## src/rtl/mouse_cmd_arbiter.sv

```systemverilog
// Two-requester arbiter for PS/2 mouse commands: grants one requester, sends its
// byte, waits for the mouse reply, and retries or times out as needed.
module mouse_cmd_arbiter #(
  parameter int TIMEOUT_CYCLES = 5000000,
  parameter int MAX_RETRY      = 3
) (
  input  logic       CLK,
  input  logic       RESET,
  input  logic [1:0] REQ,
  input  logic [7:0] BYTE0,
  input  logic [7:0] BYTE1,
  output logic [1:0] GNT,
  output logic       DONE,
  output logic [1:0] ERR_CODE,
  output logic       BUSY,
  output logic       SEND_BYTE,
  output logic [7:0] BYTE_TO_SEND,
  input  logic       BYTE_SENT,
  output logic       READ_ENABLE,
  input  logic [7:0] BYTE_READ,
  input  logic [1:0] BYTE_ERROR_CODE,
  input  logic       BYTE_READY
);

  localparam int TW = $clog2(TIMEOUT_CYCLES + 1);
  localparam int RW = (MAX_RETRY < 1) ? 1 : $clog2(MAX_RETRY + 1);
  // The counter reaches TIMEOUT_CYCLES-1 on the edge where it currently holds
  // TIMEOUT_CYCLES-2, so DONE lands exactly TIMEOUT_CYCLES cycles after SEND.
  localparam logic [TW-1:0] TMO_LAST  = TW'(TIMEOUT_CYCLES - 2);
  localparam logic [RW-1:0] RETRY_MAX = RW'(MAX_RETRY);

  typedef enum logic [2:0] {
    ST_IDLE      = 3'd0,
    ST_SEND      = 3'd1,
    ST_WAIT_SENT = 3'd2,
    ST_WAIT_ACK  = 3'd3,
    ST_DONE      = 3'd4
  } state_t;

  state_t          state_r;
  logic [RW-1:0]   retry_cnt_r;
  logic [TW-1:0]   tmo_cnt_r;
  logic            last_gnt_r;

  logic            pick_s;
  logic            ack_s;
  logic            fault_s;
  logic            resend_s;
  logic            tmo_hit_s;
  logic            retry_ok_s;

  // Round-robin choice: on a tie the requester not granted last wins.
  function automatic logic rr_pick(input logic [1:0] req, input logic last);
    if (req == 2'b11) begin
      return ~last;
    end else if (req[0]) begin
      return 1'b0;
    end else begin
      return 1'b1;
    end
  endfunction

  assign pick_s     = rr_pick(REQ, last_gnt_r);
  assign tmo_hit_s  = (tmo_cnt_r == TMO_LAST);
  assign retry_ok_s = (retry_cnt_r < RETRY_MAX);

  // Classify the received byte; a receiver error counts as a resend request.
  always_comb begin
    ack_s    = 1'b0;
    fault_s  = 1'b0;
    resend_s = 1'b0;
    if (BYTE_ERROR_CODE != 2'b00) begin
      resend_s = 1'b1;
    end else begin
      case (BYTE_READ)
        8'hFA:   ack_s    = 1'b1;
        8'hFC:   fault_s  = 1'b1;
        8'hFE:   resend_s = 1'b1;
        default: resend_s = 1'b0;
      endcase
    end
  end

  // Transaction FSM with all outputs registered alongside the state.
  always_ff @(posedge CLK) begin
    if (RESET) begin
      state_r      <= ST_IDLE;
      GNT          <= 2'b00;
      DONE         <= 1'b0;
      ERR_CODE     <= 2'b00;
      BUSY         <= 1'b0;
      SEND_BYTE    <= 1'b0;
      BYTE_TO_SEND <= 8'h00;
      READ_ENABLE  <= 1'b0;
      retry_cnt_r  <= '0;
      tmo_cnt_r    <= '0;
      last_gnt_r   <= 1'b1;
    end else begin
      case (state_r)
        ST_IDLE: begin
          if (REQ != 2'b00) begin
            state_r      <= ST_SEND;
            GNT          <= pick_s ? 2'b10 : 2'b01;
            BYTE_TO_SEND <= pick_s ? BYTE1 : BYTE0;
            retry_cnt_r  <= '0;
            tmo_cnt_r    <= '0;
            SEND_BYTE    <= 1'b1;
            READ_ENABLE  <= 1'b1;
            BUSY         <= 1'b1;
          end else begin
            state_r <= ST_IDLE;
          end
        end

        ST_SEND: begin
          state_r   <= ST_WAIT_SENT;
          SEND_BYTE <= 1'b0;
        end

        ST_WAIT_SENT: begin
          if (tmo_hit_s) begin
            state_r     <= ST_DONE;
            DONE        <= 1'b1;
            ERR_CODE    <= 2'b10;
            READ_ENABLE <= 1'b0;
          end else begin
            tmo_cnt_r <= tmo_cnt_r + TW'(1);
            if (BYTE_SENT) begin
              state_r <= ST_WAIT_ACK;
            end else begin
              state_r <= ST_WAIT_SENT;
            end
          end
        end

        ST_WAIT_ACK: begin
          if (tmo_hit_s) begin
            state_r     <= ST_DONE;
            DONE        <= 1'b1;
            ERR_CODE    <= 2'b10;
            READ_ENABLE <= 1'b0;
          end else if (BYTE_READY && (ack_s || fault_s)) begin
            state_r     <= ST_DONE;
            DONE        <= 1'b1;
            ERR_CODE    <= ack_s ? 2'b00 : 2'b11;
            READ_ENABLE <= 1'b0;
          end else if (BYTE_READY && resend_s && retry_ok_s) begin
            // Resend the same latched byte with a fresh timeout window.
            state_r     <= ST_SEND;
            SEND_BYTE   <= 1'b1;
            retry_cnt_r <= retry_cnt_r + RW'(1);
            tmo_cnt_r   <= '0;
          end else if (BYTE_READY && resend_s) begin
            state_r     <= ST_DONE;
            DONE        <= 1'b1;
            ERR_CODE    <= 2'b01;
            READ_ENABLE <= 1'b0;
          end else begin
            tmo_cnt_r <= tmo_cnt_r + TW'(1);
            state_r   <= ST_WAIT_ACK;
          end
        end

        ST_DONE: begin
          state_r    <= ST_IDLE;
          DONE       <= 1'b0;
          GNT        <= 2'b00;
          BUSY       <= 1'b0;
          last_gnt_r <= GNT[1];
        end

        default: begin
          state_r     <= ST_IDLE;
          GNT         <= 2'b00;
          DONE        <= 1'b0;
          BUSY        <= 1'b0;
          SEND_BYTE   <= 1'b0;
          READ_ENABLE <= 1'b0;
        end
      endcase
    end
  end

endmodule
```

## config.mk

```make
export PLATFORM = sky130hd
export DESIGN_NAME = mouse_cmd_arbiter
export DESIGN_NICKNAME = d
export VERILOG_FILES = /design/src/rtl/mouse_cmd_arbiter.sv
export SDC_FILE = /design/constraint.sdc
export NUM_CORES = 1
export LEC_CHECK = 0
export ABC_AREA = 1
export BUFFER_PORTS_ARGS = -buffer_cell sky130_fd_sc_hd__buf_2
export CAP_MARGIN = 10
export CORE_AREA = 2 2 68 83
export DETAILED_ROUTE_END_ITERATION = 10
export DIE_AREA = 0 0 70 85
export HOLD_SLACK_MARGIN = 0.08
export PLACE_DENSITY = 0.82
export SLEW_MARGIN = 20
export SYNTH_ARGS = -nofsm -noshare
export SYNTH_HDL_FRONTEND = slang
export SYNTH_SLANG_ARGS = --single-unit
```

## constraint.sdc

```tcl
create_clock -name CLK -period 3.9 [get_ports CLK]
set_clock_uncertainty 0.2 [all_clocks]
set_input_delay 0.39 -clock CLK [delete_from_list [all_inputs] [get_ports CLK]]
set_output_delay 0.39 -clock CLK [all_outputs]
set_load 0.02 [all_outputs]
```

==> results of run 1 <==
[worst paths after layout]
check                         end    startpoint  cells past startpoint
setup reg to reg    tmo_cnt_r[16]  tmo_cnt_r[0]                     11
setup / recovery    tmo_cnt_r[16]  tmo_cnt_r[0]                     11
hold reg to reg            GNT[0]        GNT[0]                      2
hold / removal    BYTE_TO_SEND[4]      BYTE1[4]                      3
[worst max-delay path, cell delays in order (launching register included)]
cell and delay, ps:
dfxtp_1 420, inv_1 100, ha_1 220, nand4_1 110
nor2_2 70, nand3_2 90, nand2_4 60, nor2_4 440
nand2_4 270, inv_1 210, nor2_1 60, nor2_1 110
[cells by family after synthesis]
group | after synthesis | synth area share, %
buffers and inverters | 73 | 10.6
AND/OR/NAND/NOR | 339 | 49.4
XOR/XNOR | 9 | 2.63
AO/OA/AOI/OAI | 32 | 6.09
flip-flops | 45 | 30.0
adder cells (fa/ha/maj) | 3 | 1.25
[state kept, by name, indices dropped and copies added, names as in the netlist]
name          flops
BUSY              1
BYTE_TO_SEND      8
DONE              1
ERR_CODE          2
GNT               2
READ_ENABLE       1
SEND_BYTE         1
last_gnt_r        1
retry_cnt_r       2
state_r           3
tmo_cnt_r        23
[layer usage]
metal	wire length, um	GRT usage (%)	up-vias
li1	-	-	1652
met1	3100	28.6	1422
met2	3650	46.7	84
met3	342	3.44	11
met4	112	8.92	0
met5	0	0	-
[power groups by stage]
stage	Combinational [mW]	Clock, mW	Sequential, mW
2_1_floorplan	0.408	0	0.630
3_3_place_gp	0.519	0	0.605
3_5_place_dp	0.534	0	0.607
4_1_cts	0.538	0.369	0.597
5_1_grt	0.606	0.391	0.609
6_report	0.538	0.366	0.598
[cell usage after synthesis, types with 3 or more instances]
cell type,number,area share (%)
a21oi_1,12,2.0
a31oi_1,11,2.3
buf_2,4,0.67
buf_6,5,1.9
clkbuf_1,3,0.38
dfxtp_1,45,30
ha_1,3,1.3
inv_1,55,6.9
inv_2,4,0.50
nand2_1,158,20
nand2_2,6,1.3
nand2_4,3,1.1
nand3_1,47,7.8
nand3_2,4,1.3
nand4_1,7,1.5
nor2_1,93,12
nor2_2,5,1.0
nor2_4,5,1.9
nor3_1,8,1.3
o21ai_0,6,1.0
xor2_1,8,2.3
[cell type report]
class	count	area (um2)
clock buffer	5	68.8
clock inverter	3	46.3
fill	502	1810
inverter	61	229
multi-input combinational	383	1780
sequential	45	901
tap	62	77.6
timing repair buffer	47	235
==> flow_summary.yaml, run 1 <==
critical_path:
  rrSetupSlack_ps: 1460
  cp_max_fo: 22
  startpoint_type: "register"
  required_ps: 3950
  crit_type: "reg2reg"
  end_kind: "register"
  crit_arrival_ps: 2490
sta:
  holdWs_ps: 136
  setup_violations: 0
  final-max-slew-violation-count: 0
  rsz0062_at_grt: "false"
  period_needed_ps: 2440
  tightestPinTransition_ps: 843
  maxSlewHeadroom_pct: 43.5
  worst_slack_ps: 1460
  fmax_mhz: 410
  fin_crit_sh_pct: 62.5
  hold_violations: 0
  setup_tns_ps: 0
grt:
  grt_max_degree: 28
  grt-ovfl-total: 0
  grt_util_all_layers_pct: 24.9
  antenna_found_initial: 0
  grt_pass1_vias: 2903
  grt_pass1_wl_mm: 12.2
placement:
  port_buffers: 47
  placed_cell_area_um2: 3220
  hpwl_mm: 5.32
  place_congestion: 0.887
  pre_cts_ws_ps: 1540
  dp.cells: 598
clock_network:
  clk_pin_slew_ps: 90
  clock-sinks: 45
  numCtsBuffers: 5
  cts_tree: "done"
  clk_path_buf_depth: 2
  clock_latency_ps: 310
  ctsResizeCount: 0
  root_buffer: "clkbuf_8"
  cts_hold_buffers: 0
  h-tree-depth: 2
  cts_setup_buffers: 0
routing:
  drt_iter0_drc: 195
  wl_mm: 7.20
  vias: 3169
  wl_per_cell_um: 11.9
  drc_errors: 0
  ant_nets: 0
  drt-vias-per-instance: 5.23
  firstDrtPassIters: 5
logic_synthesis:
  synth_seq_cells: 45
  synth_cells: 501
  synthesis.nets: 536
  syn_area_per_cell_um2: 5.98
  ys_warn_count: 0
  seq_area_frac_synth_pct: 30.1
  synthArstFlopShare_pct: 0
  synth_cell_types: 28
  synth_area_um2: 3000
  synthFlopType: "dfxtp_1"
  synth_edf_count: 0
layout:
  drive_gt1_share_pct: 15.4
  layout_commonest_cell: "nand2_1"
  design.final.nets: 578
  final_util_pct: 64.8
  diodes: 0
  layout_common_cells: "nand2_1 (158), nor2_1 (93), inv_1 (55)"
  finalNonFillerCells: 606
  syn2layout_area_growth_pct: 11.4
  postLayoutCellArea_um2: 3340
hold_path:
  hold_class: "in2reg"
floorplanning:
  pin_count: 48
  dieArea_um2: 5950
  initial_utilization_pct: 58.2
  fp.dieH_um: 85
  dieWidth_um: 70
  core_um2: 5150
  rows: 29
power_and_ir_drop:
  pwr-share-clk_pct: 24.4
  p_sw_share_pct: 40.0
  comb_power_share_pct: 35.8
  intPower_mw: 0.901
  power.total_mw: 1.50
  power_density_nw_per_um2: 450
  ir_drop_mv: 0.320
  power.share.sequential_pct: 39.8
  leakage_nw: 1.59
  power_switching_mw: 0.600
outcome:
  outcome: "finished, final reports clean"
flow_run:
  maxCapViolCount: 0
Power figures use the tool's default switching activity.
==> inputs of run 2 (changes only) <==
CORE_AREA = 2 2 73 89   (was 2 2 68 83)
DIE_AREA = 0 0 75 91   (was 0 0 70 85)
PLACE_DENSITY = 0.75   (was 0.82)
clock period = 2.1 ns   (was 3.9 ns; I/O delays follow)
==> run 2 against run 1 <==
Global-route usage shrank 0.38 points. Critical path depth decreased by 3. Sequential share of layout area down 2.2 points. Utilization shrank 3.3 points. Wire length is 9.5% higher. Largest cell class unchanged. Clock-buffer cell count unchanged. First-iteration DRC count shrank 24%.
==> flow_summary.yaml, run 2 (synthesized netlist as in run 1, its figures left out) <==
layout:
  final_util_pct: 61.5
  regMostFlops: "tmo_cnt_r"
  drive_gt1_share_pct: 17.8
  design.final.nets: 608
  top_regs: "tmo_cnt_r (23), BYTE_TO_SEND (8), state_r (3)"
  syn2layout_area_growth_pct: 21.7
  layout_commonest_cell: "nand2_1"
  layout_common_cells: "nand2_1 (158), nor2_1 (91), inv_1 (55)"
  diodes: 0
  largest_register_ffs: 23
routing:
  vias: 3299
  firstDrtPassIters: 5
  wl_per_cell_um: 12.0
  drc_errors: 0
  drt-vias-per-instance: 5.03
  drt_iter0_drc: 148
  wl_mm: 7.88
  ant_nets: 0
critical_path:
  regToRegStartpoint: "state_r[1]"
  cp_cell_sequence: "nor2_2 -> inv_2 -> nor2_4 -> nand2_1 -> a21oi_4 -> nand2_1 -> a31oi_1 -> dlygate4sd3_1"
  cpMaxStageDelayCell: "dlygate4sd3_1"
  required_ps: 2160
  cp_num_buf_inv: 2
  end_kind: "register"
  critPathLaunch: "state_r[1]"
  crit_type: "reg2reg"
  cp_num_cells: 8
  reg2reg_depth: 8
  cp_max_fo: 5
  critical_path.top_delay_family: "buffers and inverters"
  rrSetupSlack_ps: 130
  crit_arrival_ps: 2030
  slowest_delay_ps: 570
  crit_end: "BYTE_TO_SEND[3]"
  startpoint_type: "register"
  crit_top_cell: "nand2_1"
  r2r-end: "BYTE_TO_SEND[3]"
clock_network:
  clk_pin_slew_ps: 100
  root_buffer: "clkbuf_8"
  clock-sinks: 45
  clk_path_buf_depth: 2
  numCtsBuffers: 5
  h-tree-depth: 2
  clock_latency_ps: 300
  cts_tree: "done"
floorplanning:
  pin_count: 48
  core_um2: 5930
  initial_utilization_pct: 50.5
  rows: 31
  dieWidth_um: 75
  dieArea_um2: 6830
  fp.dieH_um: 91
hold_path:
  hold_class: "in2reg"
  hold_depth: 4
sta:
  tightestPinTransition_ps: 390
  hold_violations: 0
  period_needed_ps: 1970
  worst_slack_ps: 128
  fmax_mhz: 507
  maxSlewHeadroom_pct: 73.9
  fin_crit_sh_pct: 93.9
  final-max-slew-violation-count: 0
  setup_violations: 0
power_and_ir_drop:
  ir_drop_mv: 0.518
  leakage_nw: 1.73
  power_density_nw_per_um2: 779
grt:
  grt_util_all_layers_pct: 24.5
  grt_max_degree: 28
  antenna_found_initial: 0
  grt_pass1_wl_mm: 13.5
  grt-ovfl-total: 0
  grt_pass1_vias: 3164
placement:
  port_buffers: 47
  hpwl_mm: 5.52
  place_congestion: 0.939
  pre_cts_ws_ps: 90.1
flow_run:
  maxCapViolCount: 0
outcome:
  outcome: "finished, final reports clean"
-- run 2: changes by cell type in the layout (fill, tap and decap cells not counted), sizes merged --
cell,previous run,this run
bufinv,1,0
dlygate4sd3,0,18
clkinvlp,1,0
clkinv,3,2
buf,47,59
inv,59,62
-- run 2: area by class of cell --
cell class	count	area [um2]
multi-input combinational	383	1810
sequential	45	905
clock buffer	5	68.8
inverter	61	229
fill	568	2280
timing repair buffer	77	509
clock inverter	3	28.8
tap	82	103
-- run 2: repair_timing --
item / 4_1_cts / 5_1_grt
buffers inserted: 0 / 1
endpoints found under the setup margin: 0 / 18
hold buffers: 17 / 1
gates resized for setup: 0 / 9
endpoints found under the hold margin: 9 / 2
-- run 2: routing by layer --
metal | GRT usage [%] | vias up | share of wire (%) | routed length, um
met4 | 10.4 | 0 | 2.8 | 221
met2 | 41.4 | 111 | 50 | 3960
met3 | 5.66 | 26 | 5.7 | 451
li1 | - | 1709 | - | -
met1 | 28.9 | 1453 | 41 | 3250
met5 | 0 | - | 0 | 0
-- run 2: metrics by stage --
step | cell area [um2] | TNS (ps) | hold WS (ps) | power (mW) | cells
floorplan | 3000 | 0 | 169 | 1.93 | 501
global placement | 3330 | 0 | 236 | 2.15 | 629
detailed placement | 3330 | 0 | 241 | 2.17 | 629
CTS | 3600 | 0 | 86.7 | 2.81 | 654
global route | 3650 | -12.4 | 125 | 3.07 | 656
finish | 3650 | 0 | 113 | 2.84 | 656
-- run 2: power by group --
| part | switching (mW) | internal [mW] |
|---|---|---|
| logic | 0.710 | 0.414 |
| clock network | 0.358 | 0.252 |
| registers | 0.117 | 0.994 |
-- run 2: worst min-delay path, cell delays in order --
cell     delay, ps
buf_2          140
nand2_1         90
a31oi_1         80
nor2_1          70
-- run 2: worst min path at each step --
stage                     from         endpoint  slack [ps]
floorplan             BYTE1[0]  BYTE_TO_SEND[0]         170
global placement          DONE             DONE         240
detailed placement        DONE             DONE         240
CTS                     REQ[0]  BYTE_TO_SEND[4]          90
global route             RESET  BYTE_TO_SEND[4]         130
finish              BYTE_READY       state_r[1]         110
